## src/rtl/capture_rle_decode.sv

```systemverilog
// capture_rle_decode: expands run-length-encoded capture words into one
// sample per output handshake. Three packing modes (32-bit raw, 24-bit sample
// with 8-bit count, 16-bit sample with 16-bit count). A new word loads on the
// last repeat of the current one, so the output streams with no bubbles.
module capture_rle_decode (
  input  logic        clk_i,
  input  logic        rst_ni,
  input  logic [1:0]  cfg_width_i,
  input  logic        in_valid_i,
  input  logic [31:0] in_data_i,
  output logic        in_ready_o,
  output logic        out_valid_o,
  output logic [31:0] out_data_o,
  input  logic        out_ready_i,
  output logic [31:0] sample_count_o,
  output logic        err_o,
  output logic        busy_o
);

  typedef enum logic {
    IDLE   = 1'b0,
    EXPAND = 1'b1
  } state_e;

  state_e      state_q, state_d;
  logic [15:0] remain_q, remain_d;
  logic [31:0] data_q, data_d;
  logic [31:0] sample_count_q, sample_count_d;
  logic        err_q, err_d;

  logic [31:0] dec_sample;
  logic [15:0] dec_count;
  logic        dec_zero;
  logic        last_beat;
  logic        in_fire;
  logic        out_fire;

  // Split the incoming word into sample and run count for the selected mode.
  // NOTE: every combinational output gets a default first, so no path leaves it unassigned and no latch is inferred.
  always_comb begin
    dec_sample = in_data_i;
    dec_count  = 16'd1;
    if (cfg_width_i[1]) begin
      dec_sample = in_data_i;
      dec_count  = 16'd1;
    end else if (cfg_width_i[0]) begin
      dec_sample = {8'h00, in_data_i[23:0]};
      dec_count  = {8'h00, in_data_i[31:24]};
    end else begin
      dec_sample = {16'h0000, in_data_i[15:0]};
      dec_count  = in_data_i[31:16];
    end
  end

  assign dec_zero  = (dec_count == 16'd0);
  assign last_beat = (remain_q == 16'd1);

  assign out_valid_o    = (state_q == EXPAND);
  assign busy_o         = out_valid_o;
  assign out_data_o     = data_q;
  assign sample_count_o = sample_count_q;
  assign err_o          = err_q;

  // Ready when idle, or when the consumer takes the last repeat this cycle;
  // held low throughout reset.
  assign in_ready_o = rst_ni && (!out_valid_o || (out_ready_i && last_beat));
  assign in_fire    = in_valid_i && in_ready_o;
  assign out_fire   = out_valid_o && out_ready_i;

  // Next-state logic: load on accept, count down repeats, fall back to idle.
  always_comb begin
    state_d        = state_q;
    remain_d       = remain_q;
    data_d         = data_q;
    err_d          = err_q;
    sample_count_d = sample_count_q;

    if (out_fire) begin
      sample_count_d = sample_count_q + 32'd1;
    end

    unique case (state_q)
      IDLE: begin
        if (in_fire) begin
          state_d  = EXPAND;
          data_d   = dec_sample;
          remain_d = dec_zero ? 16'd1 : dec_count;
          err_d    = err_q | dec_zero;
        end
      end
      EXPAND: begin
        if (out_ready_i) begin
          if (!last_beat) begin
            remain_d = remain_q - 16'd1;
          end else if (in_fire) begin
            data_d   = dec_sample;
            remain_d = dec_zero ? 16'd1 : dec_count;
            err_d    = err_q | dec_zero;
          end else begin
            state_d  = IDLE;
            remain_d = 16'd0;
          end
        end
      end
      default: state_d = IDLE;
    endcase
  end

  // State register with synchronous active-low reset; a reset mid-run drops
  // the word in flight and all its remaining repeats.
  // NOTE: sequential state uses non-blocking assignments so every flop samples pre-edge values.
  always_ff @(posedge clk_i) begin
    if (!rst_ni) begin
      state_q        <= IDLE;
      remain_q       <= 16'd0;
      data_q         <= 32'd0;
      sample_count_q <= 32'd0;
      err_q          <= 1'b0;
    end else begin
      state_q        <= state_d;
      remain_q       <= remain_d;
      data_q         <= data_d;
      sample_count_q <= sample_count_d;
      err_q          <= err_d;
    end
  end

endmodule
```

## config.mk

```make
export PLATFORM = sky130hd
export DESIGN_NAME = capture_rle_decode
export DESIGN_NICKNAME = d
export VERILOG_FILES = /design/src/rtl/capture_rle_decode.sv
export SDC_FILE = /design/constraint.sdc
export NUM_CORES = 1
export LEC_CHECK = 0
export ABC_AREA = 1
export BUFFER_PORTS_ARGS = -buffer_cell sky130_fd_sc_hd__buf_2
export CAP_MARGIN = 5
export CORE_MARGIN = 2
export CORE_UTILIZATION = 40
export CTS_CLUSTER_SIZE = 24
export DETAILED_ROUTE_END_ITERATION = 16
export GPL_TIMING_DRIVEN = 0
export PLACE_DENSITY_LB_ADDON = 0.12
export SLEW_MARGIN = 20
export SYNTH_ARGS = -nofsm -noshare
export SYNTH_HDL_FRONTEND = slang
export SYNTH_SLANG_ARGS = --single-unit
```

## constraint.sdc

```tcl
create_clock -name clk_i -period 2.7 [get_ports clk_i]
set_clock_uncertainty 0.15 [all_clocks]
set_input_delay 0.81 -clock clk_i [delete_from_list [all_inputs] [get_ports clk_i]]
set_output_delay 0.81 -clock clk_i [all_outputs]
set_load 0.05 [all_outputs]
```

; ---- Word level (Yosys, flattened, before mapping)
; Cells that the tools add are included.
[word_totals]
wordCells = 44
latchBits = 0
out_inout_bits = 68
ramBits = 0
mem_bits_ro = 0
mem_count = 0
register_bits = 82
[op_classes]
n_div = 0
n_mux = 22
n_reduce_logical = 9
n_addsub = 2
order_cmp = 0
n_mul = 0
shifts = 0
n_bitwise = 2
eq_ne = 4
[op_table]
columns = op, n
row1 = $mux W32, 4
row2 = $mux W16, 7
row3 = $pmux W32 S2, 1
row4 = $add A32 B1 Y32 const B, 1
row5 = $pmux W16 S2, 1
row6 = $mux W24, 1
row7 = $eq A16 B1 Y1 const B, 1
row8 = $logic_not A16 Y1, 1
row9 = $sub A16 B1 Y16 const B, 1
row10 = $mux W1, 6
row11 = $logic_and A1 B1 Y1, 4
row12 = $ne A2 B2 Y1 const B, 2
row13 = $pmux W1 S2, 2
row14 = $reduce_and A2 Y1, 2
row15 = $ne A2 B1 Y1 const B, 1
row16 = $logic_not A1 Y1, 1
row17 = $logic_or A1 B1 Y1, 1
row18 = $not A1 Y1, 1
row19 = $or A1 B1 Y1, 1

; ---- Logic depth before layout (Yosys ltp)
; Gate-level depths: netlist (run 1).
[depth]
ltp_word = 9
depth_mapped = 12
depth_no_buf = 12

; ---- Least setup slack after synthesis (run 1)
; Ideal clock, no wire load.
[synth_path]
path_type = in2out
start = input rst_ni
end = output in_ready_o
t_arrival_ns = 1.777
setup_slack_ns = -0.037
path_stages = 4
required_time_ns = 1.740
path_cell_list = clkbuf_1 -> clkinv_1 -> nor2_2 -> buf_2
[synth_between]
elab_chain_len = 1
[synth_lines]
columns = item, line
row1 = "start, declared", 7  ; input logic rst_ni,
row2 = $logic_and A1 B1 Y1, 66  ; assign in_ready_o = rst_ni && (!out_valid_o || (out_ready_i && last_beat));
row3 = "end, declared", 11  ; output logic in_ready_o,
; Every way passes these cells.

; ---- Worst setup path after layout (run 1)
; Ends and elaborated chain as after synthesis.

==> impl_metrics.yaml, run 1 <==
run_status:
  status: "complete, no violations"
floorplanning:
  die_w_um: 108.6
  ios: 106
  coreArea_um2: 10750
  dieArea_um2: 11790
  die_h_um: 108.6
  std_cell_rows: 38
  start_util: 0.4071
sta:
  worst_slew_pin_slew_ns: 0.5772
  grt_setup_unrepaired: "no"
  clock.fmax_mhz: 385.8
  setup_viol: 0
  slew_viol_final: 0
  fin_tns_setup_ns: 0
  period_share: 0.9601
  hold_violations: 0
  timing.final.ws_setup_ns: 0.1078
  whs_ns: 0.3172
  fin_crit_ns: 2.592
  slew_headroom: 0.6152
finish:
  fin_util: 0.4991
  layout-drive-gt1-share: 0.2205
  area_growth_pct: 22.60
  num_antenna_cells: 0
  nets: 825
  fillers: 1184
synthesis:
  ys_warn_count: 0
  synth_async_sr_flop_share: 0
  yosysUniqueCellTypes: 32
  synth_nets: 707
  synth_top_area_cell: "dfxtp_1"
  syn_area_um2: 4374
  synthesis.instances: 666
  synth_seq_area_share: 0.3753
  syn_area_per_cell_um2: 6.568
  synth_ff_type: "dfxtp_1"
  synthTopCellsByArea: "dfxtp_1 38%, nand2_1 13%, nand3_1 7.8%, nor2_1 7.0%, a21oi_1 6.8%"
  synth_most_common_cell: "nand2_1"
  ys_seq_elements: 82
  netlist.area_leader.share: 0.3753
  synth_edf_count: 0
  synth_commonest_cells: "148 x nand2_1, 82 x dfxtp_1, 82 x nor2_1, 68 x nand3_1, 66 x inv_1"
critical_path:
  arrival_ns: 1.63
  worstPathRequired_ns: 1.74
  worstRegToRegCells: 10
  worstPathBufferInverterCount: 4
  crit_slowest_cell: "clkbuf_1"
  max_stage_delay_ns: 0.30
  cp.depth: 5
  crit_path_end_kind: "output port"
  path_max_fanout: 8
  cpLargestDelayFamily: "buffers and inverters"
  critPathKind: "in2out"
  crit_chain: "clkbuf_1, inv_4, nor2_4, buf_6, buf_8"
  crit_path_start_kind: "input pin"
worst_hold_path:
  hp-class: "reg2reg"
  hold_depth: 2
power:
  power_mw: 2.772
  leakage_nw: 2.421
  cellPowerDensity_nw_per_um2: 516.9
  p_int_mw: 1.879
  combPwrFrac: 0.210
  seq_power_share: 0.474
  pwr-share-clk: 0.317
  irDropWorstVdd_uv: 257.7
  switching_share: 0.3223
  net-switching-power_mw: 0.8935
clock_tree:
  clkSlewWorstSetupHoldPaths_ns: 0.08
  postCtsHoldBufs: 0
  cts_sinks: 82
  cts.path.max_buffers: 2
  clk_latency_ns: 0.36
  cts_max_level: 3
  root_buffer: "clkbuf_8"
  tritoncts: "yes"
  numCtsBuffers: 9
global_route:
  grt_overflow: 0
  grt_pass1_wl_mm: 20.80
  grt_use_total: 0.2242
  grt_pass1_vias: 4405
  grt_antenna_before_repair: 0
  grt_max_degree: 14
placement:
  post-place-ws_ns: -0.5047
  dp_hpwl_mm: 9.710
  place.gp.congestion: 0.9116
  io_buffers: 103
route:
  wl_per_cell_um: 13.73
  ant_nets: 0
  vias: 4665
  totalWireLength_mm: 12.75
  drt_iter0_markers: 240
  drc: 0
  dr.pass1.iters: 5
  viasPerCell: 5.022
run:
  maxCapViolCount: 0
==> cell usage in the layout, fill, tap and decap left out, types with 2 or more instances in the layout <==
master	count
a21oi_1	59
clkinvlp_4	2
nor3b_1	2
buf_2	106
buf_4	8
clkbuf_1	20
nor2_1	75
nor3_1	14
nand2_2	7
xnor2_1	6
clkinv_2	2
nand2_1	145
buf_6	2
dfxtp_1	74
clkbuf_8	9
nor2_2	8
o21ai_0	38
nand3b_1	3
ha_1	3
xor2_1	14
nand3_1	68
inv_2	2
dfxtp_2	7
nor2_4	5
or2_2	8
inv_1	66
nand4_1	23
==> logic make-up after synthesis <==
group                      count (synthesis)  synth area share
buffers and inverters                     98           0.09067
adders and majority gates                  3          0.008582
DFF                                       82            0.3753
AOI/OAI and AO/OA                         99            0.1141
and+or+nand+nor                          364            0.3713
xor gates and xnor gates                  20           0.04005
==> state kept, by name, indices dropped and copies added, names as in the netlist <==
register and cells:
err_o 1, out_data_o 32, busy_o 1, remain_q 16, sample_count_o 32
==> metrics by stage <==
stage,std cells,instance area [um^2]
after CTS,928,5313
final,929,5363
after global placement,909,5067
after detailed placement,909,5067
after global routing,929,5363
after floorplan,666,4377
==> cell type report <==
type | count | area [um^2] | share of cell area
Buffer | 29 | 143.9 | 0.02683
Clock inverter | 5 | 55.05 | 0.01027
Multi-Input combinational cell | 486 | 2386 | 0.4449
Timing Repair Buffer | 107 | 555.5 | 0.1036
Sequential cell | 82 | 1654 | 0.3084
Inverter | 69 | 261.5 | 0.04876
Clock buffer | 11 | 131.4 | 0.02450
Tap cell | 140 | 175.2 | 0.03266
==> power by group through the flow <==
stage / logic, mW / registers, mW / clock network (mW)
4_1_cts: 0.572 / 1.31 / 0.904
2_1_floorplan: 0.317 / 1.42 / 0
3_3_place_gp: 0.547 / 1.33 / 0
5_1_grt: 0.652 / 1.32 / 0.959
6_report: 0.582 / 1.31 / 0.878
3_5_place_dp: 0.554 / 1.33 / 0
==> repair_timing <==
item | in CTS | in global routing
pin swaps | 1 | 6
resized for setup | 12 | 18
setup endpoints to repair | 1 | 1
setup buffers | 3 | 1
==> metal layers <==
layer	up-vias	global-route usage	routed length (um)
li1	2398	-	-
met1	2109	0.3026	6119
met2	141	0.3442	5577
met3	17	0.06148	872
met4	0	0.07692	183
met5	-	0	0
==> worst reg2reg max path: stages (launching register included) <==
cell and delay (ns):
dfxtp_1 0.53, nand2_2 0.11, buf_6 0.17, nor2_4 0.16
nand2_2 0.09, nor2_2 0.16, nand2_1 0.15, nor2_2 0.19
nand2_1 0.09, xor2_1 0.14, nor2_1 0.05
==> path summary, 6_finish.rpt <==
check                                     from                  to  slack (ns)
worst max-delay path                    rst_ni          in_ready_o        0.11
worst max register to register          busy_o  sample_count_o[21]        0.57
worst min register to register  out_data_o[15]      out_data_o[15]        0.32
worst min-delay path            out_data_o[15]      out_data_o[15]        0.32
No activity file was read; power rests on OpenSTA's default activity.
==> run 2: changes to the inputs <==
CORE_ASPECT_RATIO = 0.5   (was unset)
==> impl_metrics.yaml, run 2 (synthesis gave the netlist of run 1 again) <==
run_status:
  status: "complete, no violations"
route:
  totalWireLength_mm: 12.46
  dr.pass1.iters: 5
  wl_per_cell_um: 13.42
  drt_iter0_markers: 271
  drc: 0
  vias: 4654
  ant_nets: 0
  viasPerCell: 5.010
finish:
  multi_input_area_um2: 2366
  regArea_um2: 1644
  stdcell_area_um2: 5451
  fin_util: 0.5237
  num_antenna_cells: 0
  layout-drive-gt1-share: 0.2129
  area_growth_pct: 24.63
  final_cell_mix: "146 x nand2_1, 106 x buf_2, 80 x dfxtp_1, 76 x nor2_1, 68 x nand3_1"
  final_common_cell: "nand2_1"
  nets: 825
  fillers: 1124
placement:
  io_buffers: 103
  place.gp.congestion: 0.9646
  placed_area_um2: 5067
  dp_hpwl_mm: 9.551
  post-place-ws_ns: -0.5173
worst_hold_path:
  hp-start: "out_data_o[6]"
  worstHoldEndpoint: "out_data_o[6]"
  hp-class: "reg2reg"
  hold_depth: 2
critical_path:
  r2r_start: "remain_q[10]"
  arrival_ns: 1.65
  worstPathBufferInverterCount: 2
  worstReg2RegEnd: "remain_q[8]"
  crit_slowest_cell: "dfxtp_1"
  crit_path_end_kind: "output port"
  cpLargestDelayFamily: "simple AND/OR/NAND/NOR gates"
  worstRegToRegCells: 11
  crit_chain: "nor2_2, nand2_1, nor2_2, nand2_1, nand2_4, nand2_2, nor2_4, buf_6, buf_8"
  critPathKind: "reg2out"
  cp.depth: 9
  path_max_fanout: 4
  crit_path_start_kind: "flop"
  worstPathRequired_ns: 1.74
  max_stage_delay_ns: 0.35
  rrSetupSlack_ns: 0.58
sta:
  setup_viol: 0
  fin_tns_setup_ns: 0
  whs_ns: 0.3103
  clock.fmax_mhz: 383.5
  slew_viol_final: 0
  period_share: 0.9657
  worst_slew_pin_slew_ns: 0.5595
  slew_headroom: 0.6270
  grt_setup_unrepaired: "no"
  hold_violations: 0
  timing.final.ws_setup_ns: 0.09259
  fin_crit_ns: 2.607
global_route:
  grt_max_degree: 15
  grt_overflow: 0
  grt_antenna_before_repair: 0
  grt_use_total: 0.2135
  grt_pass1_vias: 4231
  grt_pass1_wl_mm: 20.84
clock_tree:
  numCtsBuffers: 9
  clkSlewWorstSetupHoldPaths_ns: 0.06
  cts_sinks: 82
  cts.path.max_buffers: 2
  cts_max_level: 3
  root_buffer: "clkbuf_16"
  postCtsHoldBufs: 0
  tritoncts: "yes"
  clk_latency_ns: 0.33
floorplanning:
  std_cell_rows: 26
  die_w_um: 151.9
  start_util: 0.4202
  coreArea_um2: 10410
  die_h_um: 77.95
  dieArea_um2: 11840
  ios: 106
run:
  maxCapViolCount: 0
power:
  cellPowerDensity_nw_per_um2: 574.4
  leakage_nw: 2.464
  irDropWorstVdd_uv: 313.8
## run 2: worst min-delay path: stages, from the launching register on
cell and delay (ns):
dfxtp_1 0.30, nand3_1 0.07, nand2_1 0.04
## run 2: how the worst max path moves through the flow
| stage | startpoint | to |
|---|---|---|
| 2_1_floorplan | rst_ni | in_ready_o |
| 3_3_place_gp | rst_ni | in_ready_o |
| 3_5_place_dp | rst_ni | in_ready_o |
| 4_1_cts | remain_q[10] | in_ready_o |
| 5_1_grt | remain_q[1] | in_ready_o |
| 6_report | remain_q[10] | in_ready_o |
## run 2: per-layer routing
layer | track usage | vias up | wire (um)
li1 | - | 2406 | -
met2 | 0.3387 | 111 | 5400
met5 | 0 | - | 0
met3 | 0.04693 | 14 | 608
met4 | 0.04299 | 0 | 143
met1 | 0.2999 | 2123 | 6311
## run 2: timing repair
| item | 4_1_cts | 5_1_grt |
|---|---|---|
| setup buffers | 2 | 2 |
| pin swaps | 1 | 1 |
| setup endpoints to repair | 1 | 1 |
| resized for setup | 15 | 3 |
## run 2: report_power, final
group | switching, mW | total [mW] | internal [mW]
combinational | 0.392 | 0.580 | 0.188
sequential | 0.0482 | 1.31 | 1.26
clock | 0.501 | 1.24 | 0.741
## run 2: area by class of cell
cell class,instances,share of cell area
Buffer,29,0.02639
Clock buffer,10,0.04384
Clock inverter,6,0.01216
Inverter,69,0.04797
Multi-Input combinational cell,486,0.4340
Sequential cell,82,0.3016
Tap cell,140,0.03213
Timing Repair Buffer,107,0.1019
## run 2: metrics by stage
| stage | instances | power, mW |
|---|---|---|
| 2_1_floorplan | 666 | 1.733 |
| 3_3_place_gp | 909 | 1.882 |
| 3_5_place_dp | 909 | 1.886 |
| 4_1_cts | 927 | 3.148 |
| 5_1_grt | 929 | 3.282 |
| 6_report | 929 | 3.131 |
==> run 3: changes to the inputs <==
BUFFER_PORTS_ARGS = unset   (was -buffer_cell sky130_fd_sc_hd__buf_2)
DONT_BUFFER_PORTS = 1   (was unset)
==> impl_metrics.yaml, run 3 (synthesis gave the netlist of run 1 again) <==
finish:
  final_cell_mix: "147 x nand2_1, 79 x nor2_1, 79 x dfxtp_1, 68 x nand3_1, 65 x inv_1"
  layout-drive-gt1-share: 0.08467
  num_antenna_cells: 0
  final_common_cell: "nand2_1"
  nets: 721
  area_growth_pct: 11.93
  stdcell_area_um2: 4896
  finalNonFillerCells: 825
  fillers: 1108
critical_path:
  crit_path_start_kind: "flop"
  arrival_ns: 1.66
  crit_path_end_kind: "output port"
  path_max_fanout: 8
  rrSetupSlack_ns: 0.29
  critPathKind: "reg2out"
  worstPathRequired_ns: 1.74
clock_tree:
  cts.path.max_buffers: 2
  cts_sinks: 82
  root_buffer: "clkbuf_16"
  numCtsBuffers: 9
  clkSlewWorstSetupHoldPaths_ns: 0.06
  postCtsHoldBufs: 0
  clk_latency_ns: 0.33
  tritoncts: "yes"
  cts_max_level: 3
floorplanning:
  ios: 106
  coreArea_um2: 10410
  std_cell_rows: 26
  die_h_um: 77.95
  die_w_um: 151.9
  start_util: 0.4202
  dieArea_um2: 11840
route:
  drc: 0
  drt_iter0_markers: 293
  viasPerCell: 5.166
  wl_per_cell_um: 14.78
  ant_nets: 0
  dr.pass1.iters: 4
  vias: 4262
  totalWireLength_mm: 12.19
sta:
  worst_slew_pin_slew_ns: 0.7228
  hold_violations: 0
  timing.final.ws_setup_ns: 0.07588
  clock.fmax_mhz: 381.1
  fin_crit_ns: 2.624
  period_share: 0.9719
  slew_headroom: 0.5175
  slew_viol_final: 0
  setup_viol: 0
global_route:
  grt_pass1_wl_mm: 20.11
  grt_use_total: 0.2089
  grt_pass1_vias: 3993
  grt_antenna_before_repair: 0
  grt_overflow: 0
  grt_max_degree: 13
placement:
  post-place-ws_ns: -0.3292
  place.gp.congestion: 0.9205
  place_inst: 806
  io_buffers: 0
  dp_hpwl_mm: 9.376
  placed_area_um2: 4552
run_status:
  status: "complete, no violations"
worst_hold_path:
  hp-class: "reg2reg"
power:
  cellPowerDensity_nw_per_um2: 601.8
  leakage_nw: 1.943
  power_mw: 2.947
  irDropWorstVdd_uv: 286.3
run:
  maxCapViolCount: 0
run 3: per-stage QoR:
step	hold slack [ns]	utilization	TNS, ns
detailed placement	0.4231	0.4373	-0.3292
finish	0.4163	0.4703	0
CTS	0.4356	0.4657	0
global route	0.4576	0.4703	-0.01736
floorplan	0.3775	-	0
global placement	0.4177	0.4373	-0.3210
run 3: metal layers:
metal | GRT usage | share of wire | up-vias
li1 | - | - | 2193
met1 | 0.2835 | 0.49 | 1963
met2 | 0.3243 | 0.43 | 101
met3 | 0.06983 | 0.074 | 5
met4 | 0.04393 | 0.0062 | 0
met5 | 0 | 0 | -
run 3: repair_timing:
action,CTS,global route
endpoints found under the setup margin,1,1
cloned,0,1
gates resized for setup,7,7
pin swaps,1,1
setup buffers,1,1
run 3: worst paths after layout:
path	from	end	cells after the start
hold reg to reg	remain_q[0]	remain_q[0]	2
setup / recovery	remain_q[4]	in_ready_o	8
hold / removal	remain_q[0]	remain_q[0]	2
setup reg to reg	sample_count_o[0]	sample_count_o[28]	10
run 3: layout make-up:
class                   count  area, um^2  share of cell area
well taps                 140       175.2             0.03578
clock buffers              14       254.0             0.05188
flip-flops and latches     82        1645              0.3361
multi-input cells         486        2356              0.4812
inverters                  69       260.3             0.05316
plain buffers              29       152.6             0.03118
repair buffers              3       40.04            0.008178
clock inverters             2       12.51            0.002556
run 3: critical path: stages (launching register included):
cell and delay (ns):
dfxtp_1 0.36, nor2_2 0.15, nand2_1 0.10, nor2_1 0.10
nand2_1 0.09, nand2_4 0.12, nand2_2 0.10, nor2_4 0.14
buf_12 0.16
run 3: report_power, final:
group,switching (mW),total [mW],internal [mW]
logic,0.269,0.420,0.151
registers,0.145,1.41,1.26
clock network,0.472,1.12,0.648
total,0.886,2.95,2.06
